[src/rtl/viterbi_frame_sequencer_if.sv]
// Softbit stream bundle between an upstream source and the frame sequencer.
// Signals: s_valid_i, s_data_i (source->sequencer), s_ready_o (sequencer->source).
interface viterbi_frame_sequencer_if #(
    parameter int SOFT_W = 24
);
    logic              s_valid_i;
    logic [SOFT_W-1:0] s_data_i;
    logic              s_ready_o;

    modport master (
        output s_valid_i,
        output s_data_i,
        input  s_ready_o
    );

    modport slave (
        input  s_valid_i,
        input  s_data_i,
        output s_ready_o
    );
endinterface

[src/rtl/viterbi_frame_sequencer.sv]
// Frame sequencer: loads softbit frames into the decoder input SRAM
// (optionally ping-pong banked), fires frame start and waits for done.
// Ports: clk_i/rst_sync_i; start_i + run config; s_if softbit stream;
// buf_* SRAM write port; core_* decoder handshake; busy/done/status.
module viterbi_frame_sequencer #(
    parameter int SOFT_W     = 24,
    parameter int SRC_ADDR_W = 12,
    parameter int LEN_W      = 12,
    parameter int NFRM_W     = 8,
    parameter int TMO_W      = 16
) (
    input  logic                  clk_i,
    input  logic                  rst_sync_i,
    input  logic                  start_i,
    input  logic [NFRM_W-1:0]     frame_count_i,
    input  logic [LEN_W-1:0]      frame_words_i,
    input  logic [SRC_ADDR_W-1:0] src_base_i,
    input  logic [SRC_ADDR_W-1:0] bank_stride_i,
    input  logic                  pingpong_i,
    input  logic [7:0]            gap_cycles_i,
    input  logic [TMO_W-1:0]      timeout_i,
    viterbi_frame_sequencer_if.slave s_if,
    output logic                  buf_wr_o,
    output logic [SRC_ADDR_W-1:0] buf_addr_o,
    output logic [SOFT_W-1:0]     buf_wdata_o,
    output logic                  core_frame_start_o,
    output logic [SRC_ADDR_W-1:0] core_src_addr_o,
    input  logic                  core_frame_done_i,
    output logic                  busy_o,
    output logic                  done_o,
    output logic [NFRM_W-1:0]     frames_done_o,
    output logic                  timeout_err_o
);

    typedef enum logic [2:0] {
        C_IDLE,
        C_ARM,
        C_GAP,
        C_START,
        C_WAIT
    } state_t;

    state_t                state_q, state_d;

    logic [NFRM_W-1:0]     fc_q, fc_d;
    logic [LEN_W-1:0]      fw_q, fw_d;
    logic [SRC_ADDR_W-1:0] base_q, base_d;
    logic [SRC_ADDR_W-1:0] stride_q, stride_d;
    logic                  pp_q, pp_d;
    logic [7:0]            gap_q, gap_d;
    logic [TMO_W-1:0]      tmo_q, tmo_d;

    logic [1:0]            full_q, full_d;
    logic                  wb_q, wb_d;
    logic                  rb_q, rb_d;
    logic [LEN_W-1:0]      wi_q, wi_d;
    logic [NFRM_W-1:0]     loaded_q, loaded_d;
    logic [NFRM_W-1:0]     fdone_q, fdone_d;
    logic [7:0]            gcnt_q, gcnt_d;
    logic [TMO_W-1:0]      wd_q, wd_d;
    logic                  done_q, done_d;
    logic                  terr_q, terr_d;
    logic [SRC_ADDR_W-1:0] caddr_q, caddr_d;
    logic                  bwr_q, bwr_d;
    logic [SRC_ADDR_W-1:0] baddr_q, baddr_d;
    logic [SOFT_W-1:0]     bdata_q, bdata_d;

    logic                  ready;
    logic                  accept;
    logic [SRC_ADDR_W-1:0] addr_wb;
    logic [SRC_ADDR_W-1:0] addr_rb;
    logic [TMO_W-1:0]      wd_inc;

    assign addr_wb = base_q + (wb_q ? stride_q : '0);
    assign addr_rb = base_q + (rb_q ? stride_q : '0);
    assign wd_inc  = wd_q + 1'b1;

    assign ready  = (state_q != C_IDLE) && !full_q[wb_q] && (loaded_q < fc_q);
    assign accept = ready && s_if.s_valid_i;

    assign s_if.s_ready_o     = ready;
    assign buf_wr_o           = bwr_q;
    assign buf_addr_o         = baddr_q;
    assign buf_wdata_o        = bdata_q;
    assign core_frame_start_o = (state_q == C_START);
    assign core_src_addr_o    = caddr_q;
    assign busy_o             = (state_q != C_IDLE);
    assign done_o             = done_q;
    assign frames_done_o      = fdone_q;
    assign timeout_err_o      = terr_q;

    always_comb begin
        state_d  = state_q;
        fc_d     = fc_q;
        fw_d     = fw_q;
        base_d   = base_q;
        stride_d = stride_q;
        pp_d     = pp_q;
        gap_d    = gap_q;
        tmo_d    = tmo_q;
        full_d   = full_q;
        wb_d     = wb_q;
        rb_d     = rb_q;
        wi_d     = wi_q;
        loaded_d = loaded_q;
        fdone_d  = fdone_q;
        gcnt_d   = gcnt_q;
        wd_d     = wd_q;
        done_d   = 1'b0;
        terr_d   = terr_q;
        caddr_d  = caddr_q;
        bwr_d    = accept;
        baddr_d  = baddr_q;
        bdata_d  = bdata_q;

        // Loader runs independently of the controller state.
        if (accept) begin
            baddr_d = addr_wb + SRC_ADDR_W'(wi_q);
            bdata_d = s_if.s_data_i;
            if (wi_q == fw_q - 1'b1) begin
                wi_d         = '0;
                full_d[wb_q] = 1'b1;
                loaded_d     = loaded_q + 1'b1;
                if (pp_q) begin
                    wb_d = ~wb_q;
                end
            end else begin
                wi_d = wi_q + 1'b1;
            end
        end

        // Controller updates come after the loader so an abort
        // clear of full[] wins over a same-cycle fill.
        unique case (state_q)
            C_IDLE: begin
                if (start_i) begin
                    fc_d     = frame_count_i;
                    fw_d     = (frame_words_i == '0) ? LEN_W'(1) : frame_words_i;
                    base_d   = src_base_i;
                    stride_d = bank_stride_i;
                    pp_d     = pingpong_i;
                    gap_d    = gap_cycles_i;
                    tmo_d    = timeout_i;
                    full_d   = '0;
                    wb_d     = 1'b0;
                    rb_d     = 1'b0;
                    wi_d     = '0;
                    loaded_d = '0;
                    fdone_d  = '0;
                    terr_d   = 1'b0;
                    if (frame_count_i == '0) begin
                        done_d = 1'b1;
                    end else begin
                        state_d = C_ARM;
                    end
                end
            end
            C_ARM: begin
                if (full_q[rb_q]) begin
                    gcnt_d  = gap_q;
                    state_d = C_GAP;
                end
            end
            C_GAP: begin
                if (gcnt_q == '0) begin
                    caddr_d = addr_rb;
                    state_d = C_START;
                end else begin
                    gcnt_d = gcnt_q - 1'b1;
                end
            end
            C_START: begin
                // The start cycle is the first watchdog cycle, so the
                // abort done_o lands timeout_i cycles after the pulse.
                wd_d    = TMO_W'(1);
                state_d = C_WAIT;
            end
            C_WAIT: begin
                if (core_frame_done_i) begin
                    full_d[rb_q] = 1'b0;
                    fdone_d      = fdone_q + 1'b1;
                    if (pp_q) begin
                        rb_d = ~rb_q;
                    end
                    if (fdone_q + 1'b1 == fc_q) begin
                        done_d  = 1'b1;
                        state_d = C_IDLE;
                    end else begin
                        state_d = C_ARM;
                    end
                end else if (tmo_q != '0 && wd_inc >= tmo_q) begin
                    terr_d  = 1'b1;
                    done_d  = 1'b1;
                    full_d  = '0;
                    state_d = C_IDLE;
                end else begin
                    wd_d = wd_inc;
                end
            end
            default: begin
                state_d = C_IDLE;
            end
        endcase
    end

    always_ff @(posedge clk_i) begin
        if (rst_sync_i) begin
            state_q  <= C_IDLE;
            fc_q     <= '0;
            fw_q     <= '0;
            base_q   <= '0;
            stride_q <= '0;
            pp_q     <= 1'b0;
            gap_q    <= '0;
            tmo_q    <= '0;
            full_q   <= '0;
            wb_q     <= 1'b0;
            rb_q     <= 1'b0;
            wi_q     <= '0;
            loaded_q <= '0;
            fdone_q  <= '0;
            gcnt_q   <= '0;
            wd_q     <= '0;
            done_q   <= 1'b0;
            terr_q   <= 1'b0;
            caddr_q  <= '0;
            bwr_q    <= 1'b0;
            baddr_q  <= '0;
            bdata_q  <= '0;
        end else begin
            state_q  <= state_d;
            fc_q     <= fc_d;
            fw_q     <= fw_d;
            base_q   <= base_d;
            stride_q <= stride_d;
            pp_q     <= pp_d;
            gap_q    <= gap_d;
            tmo_q    <= tmo_d;
            full_q   <= full_d;
            wb_q     <= wb_d;
            rb_q     <= rb_d;
            wi_q     <= wi_d;
            loaded_q <= loaded_d;
            fdone_q  <= fdone_d;
            gcnt_q   <= gcnt_d;
            wd_q     <= wd_d;
            done_q   <= done_d;
            terr_q   <= terr_d;
            caddr_q  <= caddr_d;
            bwr_q    <= bwr_d;
            baddr_q  <= baddr_d;
            bdata_q  <= bdata_d;
        end
    end

endmodule

[src/flat_wrapper.sv]
// flat-port wrapper written by rule: the top's interface ports become plain ports
module viterbi_frame_sequencer_flat 
#(
    parameter int SOFT_W     = 24,
    parameter int SRC_ADDR_W = 12,
    parameter int LEN_W      = 12,
    parameter int NFRM_W     = 8,
    parameter int TMO_W      = 16
)
  (clk_i, rst_sync_i, start_i, frame_count_i, frame_words_i, src_base_i, bank_stride_i, pingpong_i, gap_cycles_i, timeout_i, buf_wr_o, buf_addr_o, buf_wdata_o, core_frame_start_o, core_src_addr_o, core_frame_done_i, busy_o, done_o, frames_done_o, timeout_err_o, s_if_s_valid_i, s_if_s_data_i, s_if_s_ready_o);
  viterbi_frame_sequencer_if #(.SOFT_W(SOFT_W)) s_if_i ();
  input  logic clk_i;
  input  logic rst_sync_i;
  input  logic start_i;
  input  logic [NFRM_W-1:0] frame_count_i;
  input  logic [LEN_W-1:0] frame_words_i;
  input  logic [SRC_ADDR_W-1:0] src_base_i;
  input  logic [SRC_ADDR_W-1:0] bank_stride_i;
  input  logic pingpong_i;
  input  logic [7:0] gap_cycles_i;
  input  logic [TMO_W-1:0] timeout_i;
  output logic buf_wr_o;
  output logic [SRC_ADDR_W-1:0] buf_addr_o;
  output logic [SOFT_W-1:0] buf_wdata_o;
  output logic core_frame_start_o;
  output logic [SRC_ADDR_W-1:0] core_src_addr_o;
  input  logic core_frame_done_i;
  output logic busy_o;
  output logic done_o;
  output logic [NFRM_W-1:0] frames_done_o;
  output logic timeout_err_o;
  input wire logic [$bits(s_if_i.s_valid_i)-1:0] s_if_s_valid_i;
  input wire logic [$bits(s_if_i.s_data_i)-1:0] s_if_s_data_i;
  output wire logic [$bits(s_if_i.s_ready_o)-1:0] s_if_s_ready_o;
  assign s_if_i.s_valid_i = s_if_s_valid_i;
  assign s_if_i.s_data_i = s_if_s_data_i;
  assign s_if_s_ready_o = s_if_i.s_ready_o;
  viterbi_frame_sequencer #(.SOFT_W(SOFT_W), .SRC_ADDR_W(SRC_ADDR_W), .LEN_W(LEN_W), .NFRM_W(NFRM_W), .TMO_W(TMO_W)) u_core (.clk_i(clk_i), .rst_sync_i(rst_sync_i), .start_i(start_i), .frame_count_i(frame_count_i), .frame_words_i(frame_words_i), .src_base_i(src_base_i), .bank_stride_i(bank_stride_i), .pingpong_i(pingpong_i), .gap_cycles_i(gap_cycles_i), .timeout_i(timeout_i), .s_if(s_if_i), .buf_wr_o(buf_wr_o), .buf_addr_o(buf_addr_o), .buf_wdata_o(buf_wdata_o), .core_frame_start_o(core_frame_start_o), .core_src_addr_o(core_src_addr_o), .core_frame_done_i(core_frame_done_i), .busy_o(busy_o), .done_o(done_o), .frames_done_o(frames_done_o), .timeout_err_o(timeout_err_o));
endmodule
[config.mk]
export PLATFORM = sky130hd
export DESIGN_NAME = viterbi_frame_sequencer_flat
export DESIGN_NICKNAME = d
export VERILOG_FILES = /design/src/rtl/viterbi_frame_sequencer_if.sv /design/src/rtl/viterbi_frame_sequencer.sv /design/src/flat_wrapper.sv
export SDC_FILE = /design/constraint.sdc
export NUM_CORES = 1
export LEC_CHECK = 0
export ABC_AREA = 1
export CAP_MARGIN = 15
export CORE_MARGIN = 2
export CORE_UTILIZATION = 52
export DETAILED_ROUTE_END_ITERATION = 6
export PLACE_DENSITY = 0.83
export SLEW_MARGIN = 20
export SYNTH_ARGS = -nofsm -noshare
export SYNTH_HDL_FRONTEND = slang
export SYNTH_SLANG_ARGS = --single-unit
[constraint.sdc]
create_clock -name clk_i -period 3.6 [get_ports clk_i]
set_input_delay 0.9 -clock clk_i [delete_from_list [all_inputs] [get_ports clk_i]]
set_output_delay 0.9 -clock clk_i [all_outputs]
set_load 0.005 [all_outputs]
==> flow_summary_export.csv <==
group,metric,value,unit
detailed_routing,wirelength,26.8,mm
global_routing,groute.layer.met2.usage,44.1,%
sta,period_utilization_post_route,89.4,%
worst_setup_path,worstSetupStartpointType,"register",
yosys,postSynth.topFlopCell,"sky130_fd_sc_hd__dfxtp_1",
sta,final-setup-viol-count,0,
detailed_routing,route.vias.total,9755,
detailed_routing,dr.first_iter.drc_count,742,
finish,layout.cells.most_common_list,"sky130_fd_sc_hd__nand2_1 (300), sky130_fd_sc_hd__dfxtp_1 (179), sky130_fd_sc_hd__nor2_1 (171)",
placed_design,detailedPlacementHpwl,19.1,mm
yosys,synthArstFlopShare,0,%
yosys,synth-seq-cells,179,
sta,tightestPinTransition,0.895,ns
worst_setup_path,cell_with_the_largest_stage_delay_on_the_worst_path,"sky130_fd_sc_hd__dfxtp_1",
clocking,path_clk_slew,0.07,ns
floorplanning,core-area,18800,sq um
clocking,holdBufCountCts,0,
detailed_routing,dr.pass1.iters,7,
worst_setup_path,cpMostUsedCell,"sky130_fd_sc_hd__nand2_1",
power_and_ir_drop,irDropWorstVdd,380,uV
placed_design,place.gp.congestion,0.928,
sta,hold_violations,0,
finish,final_nets,1729,
clocking,cts_setup_buffers,0,
yosys,syn_area_per_cell,6.98,sq um
worst_setup_path,crit_fanout,17,
floorplanning,die_height,143,um
power_and_ir_drop,switching_power,2640,uW
clocking,clk_buf_depth,2,
sta,max_clock_freq,311,MHz
clocking,clock_tree.root_cell,"sky130_fd_sc_hd__clkbuf_16",
clocking,numClockSinks,179,
flow_run,max_cap_check_violation_count,0,
placed_design,numPlacedInstances,1782,
worst_setup_path,rr_worst_depth,19,
worst_setup_path,worst_setup_path_end_kind,"register",
worst_setup_path,setup.worst_path.class,"register to register",
worst_setup_path,arrival,3.59,ns
worst_setup_path,critical_path_cell_count,19,
yosys,synthesis.nets,1592,
sta,final_hold_slack,0.462,ns
floorplanning,die_area,20300,sq um
detailed_routing,wl_per_cell,14.8,um
power_and_ir_drop,combPwrFrac,36.2,%
power_and_ir_drop,total_power,7020,uW
global_routing,grt.met1_usage,35.4,%
yosys,syn_area,9980,sq um
floorplanning,num_rows,50,
global_routing,number_of_global_route_vias_before_repair,9264,
clocking,numCtsBuffers,17,
sta,worst_clock_skew,0.0101,ns
finish,filler_cell_count,1618,
sta,layout_min_cycle_time,3.22,ns
finish,final_layout_size_suffix_gt1_share,5.38,%
power_and_ir_drop,p_per_area,570,nW/um^2
yosys,synth.distinct_cells,45,
worst_setup_path,cpLargestDelayFamily,"simple AND/OR/NAND/NOR gates",
power_and_ir_drop,leakage,0.00536,uW
worst_setup_path,cpPeakStageDelay,0.36,ns
global_routing,grt_use_total,26.5,%
clocking,tritoncts,"done",
worst_setup_path,cp.required,3.97,ns
sta,totalNegativeSetupSlack,0,ns
clocking,clk_latency,0.44,ns
sta,finalWorstSetupSlack,0.381,ns
placed_design,detailedPlace.worstSlack,0.447,ns
power_and_ir_drop,sw_frac_of_total,37.6,%
placed_design,port-buffer-count,159,
floorplanning,initial_utilization,53.2,%
clocking,htreeDepth,4,
outcome,outcome,"finished, final reports clean",
sta,max_slew_margin,40.4,%
worst_hold_path,timing.hold.worst_path_depth,2,
finish,mostFrequentLayoutCell,"sky130_fd_sc_hd__nand2_1",
global_routing,grt_first_pass_wirelength,43.7,mm
sta,unrepaired_setup_endpoints_after_global_routing,"false",
worst_hold_path,min_path_type,"register to register",
global_routing,number_of_antenna_violations_at_the_first_check_in_global_routing,1,
finish,instances_no_fill,1815,
yosys,post_synth_edffs,0,
power_and_ir_drop,power_report.internal_total,4380,uW
floorplanning,ioPinCount,160,
yosys,synthesis.yosys.warnings,0,
global_routing,grt_remaining_overflow,0,
yosys,synthCells,1430,
global_routing,gr-usage-met3,3.84,%
power_and_ir_drop,clock_power_share,26.6,%
global_routing,grt_start_max_net_pins,96,
power_and_ir_drop,power_frac_seq,37.2,%
detailed_routing,route.detailed.vias_per_inst,5.37,
floorplanning,die_w,143,um
global_routing,globalRoute.busiestLayer,"met2",
worst_setup_path,timing.critical_path.cells,"ha_1 > nand2_1 > nor2_2 > nand4_1 > nor2_1 > nand3_2 > o21a_1 > nor2_1 > inv_1 > ha_1 > nand4_1 > inv_1 > a21oi_1 > nand3_1 > nand2_1 > nand2_1 > inv_2 > nand2_1 > a21oi_1",
sta,report.final.slew_viol_count,0,
clocking,cts_repair_resize_count,0,
detailed_routing,route.detailed.drc,0,
worst_setup_path,critPathBufInv,3,
finish,layout_overhead_on_the_synthesized_area,23.3,%
yosys,synth_sequential_area_ratio,35.9,%
detailed_routing,drt.antenna.violating_nets,0,
-- power by group through the flow --
stage	Clock, uW	Sequential, uW	Combinational (uW)
finish	1870	2610	2540
global placement	0	2640	2440
global route	1960	2660	2850
detailed placement	0	2640	2500
floorplan	0	2570	1700
CTS	1880	2610	2530
-- worst reg2reg max path: cells and delay by family, from the launching register on --
| family | cells | cell delay (ns) |
|---|---|---|
| buf+inv | 3 | 0.39 |
| fa+ha+maj | 2 | 0.47 |
| compound gates | 3 | 0.50 |
| flops | 1 | 0.36 |
| simple gates | 11 | 1.44 |
-- cells in the mapped netlist, types with 2 or more instances --
cell                       number  area share [%]
sky130_fd_sc_hd__nand2_1      300              11
sky130_fd_sc_hd__dfxtp_1      179              36
sky130_fd_sc_hd__nor2_1       171             6.4
sky130_fd_sc_hd__inv_1        167             6.3
sky130_fd_sc_hd__a21oi_1      142             7.1
sky130_fd_sc_hd__o21ai_0      112             5.6
sky130_fd_sc_hd__nand3_1       78             3.9
sky130_fd_sc_hd__ha_1          51             6.4
sky130_fd_sc_hd__xor2_1        33             2.9
sky130_fd_sc_hd__clkbuf_1      30             1.1
sky130_fd_sc_hd__nand4_1       19             1.2
sky130_fd_sc_hd__nor3_1        15            0.75
sky130_fd_sc_hd__fa_1          13             2.6
sky130_fd_sc_hd__xnor2_1       13             1.1
sky130_fd_sc_hd__buf_2         11            0.55
sky130_fd_sc_hd__nor2_2        10            0.63
sky130_fd_sc_hd__nor4_1        10            0.63
sky130_fd_sc_hd__inv_2          9            0.34
sky130_fd_sc_hd__a31oi_1        7            0.44
sky130_fd_sc_hd__nor2_4         6            0.68
sky130_fd_sc_hd__buf_1          5            0.19
sky130_fd_sc_hd__nand3_2        4            0.40
sky130_fd_sc_hd__o21bai_1       4            0.30
sky130_fd_sc_hd__a211oi_1       3            0.23
sky130_fd_sc_hd__buf_4          3            0.23
sky130_fd_sc_hd__nand2_2        3            0.19
sky130_fd_sc_hd__nand3b_1       3            0.23
sky130_fd_sc_hd__o211ai_1       3            0.23
sky130_fd_sc_hd__o21a_1         3            0.23
sky130_fd_sc_hd__or2_2          3            0.19
sky130_fd_sc_hd__a21o_1         2            0.15
sky130_fd_sc_hd__a21oi_2        2            0.18
sky130_fd_sc_hd__and3_1         2            0.13
sky130_fd_sc_hd__nand2_4        2            0.23
sky130_fd_sc_hd__nand4_2        2            0.25
-- kinds of logic (layout without fill, tap and decap cells) --
| group | after synthesis | in the layout | share of synthesized area (%) |
|---|---|---|---|
| adders and majority gates | 64 | 64 | 9.00 |
| other | 0 | 1 | 0 |
| DFF | 179 | 179 | 35.9 |
| xor gates and xnor gates | 46 | 46 | 4.04 |
| AOI/OAI and AO/OA | 284 | 284 | 14.9 |
| and+or+nand+nor | 631 | 631 | 27.3 |
| buffers and inverters | 226 | 376 | 8.76 |
-- routing by layer --
| metal | share of wire [%] | up-vias | routed length [um] |
|---|---|---|---|
| li1 | - | 4920 | - |
| met1 | 45 | 4454 | 12000 |
| met2 | 47 | 343 | 12500 |
| met3 | 6.7 | 38 | 1800 |
| met4 | 1.6 | 0 | 435 |
| met5 | 0 | - | 0 |
-- final timing paths --
| path | from | end | slack (ns) |
|---|---|---|---|
| hold / removal | u_core.gap_q[6]$_SDFFE_PP0P_ | u_core.gap_q[6]$_SDFFE_PP0P_ | 0.46 |
| hold reg to reg | u_core.gap_q[6]$_SDFFE_PP0P_ | u_core.gap_q[6]$_SDFFE_PP0P_ | 0.46 |
| setup reg to reg | u_core.wd_q[0]$_SDFFE_PP0P_ | u_core.wd_q[11]$_SDFFE_PP0P_ | 0.38 |
| setup / recovery | u_core.wd_q[0]$_SDFFE_PP0P_ | u_core.wd_q[11]$_SDFFE_PP0P_ | 0.38 |
-- flip-flops by register name (all words and copies together), names as in the netlist, 12 cells and up --
signal and count:
u_core.buf_wdata_o 24, u_core.wd_q 16, u_core.tmo_q 16, u_core.buf_addr_o 12, u_core.core_src_addr_o 12, u_core.wi_q 12
u_core.base_q 12, u_core.fw_q 12, u_core.stride_q 12
-- per-stage QoR --
step / instance area, sq um / utilization (%)
after floorplan: 9980 / -
after global placement: 11700 / 62.5
after detailed placement: 11700 / 62.5
after CTS: 12300 / 65.5
after global routing: 12300 / 65.6
final: 12300 / 65.6
-- layout make-up --
| class | count | area [sq um] | share of cell area, % |
|---|---|---|---|
| inverter | 176 | 661 | 5.37 |
| antenna | 1 | 2.50 | 0.0203 |
| clock buffer | 20 | 447 | 3.63 |
| multi-input combinational | 1025 | 5520 | 44.9 |
| tap | 234 | 293 | 2.38 |
| timing repair buffer | 168 | 1670 | 13.5 |
| clock inverter | 12 | 130 | 1.06 |
| sequential | 179 | 3580 | 29.1 |
No activity file was read; power rests on OpenSTA's default activity.
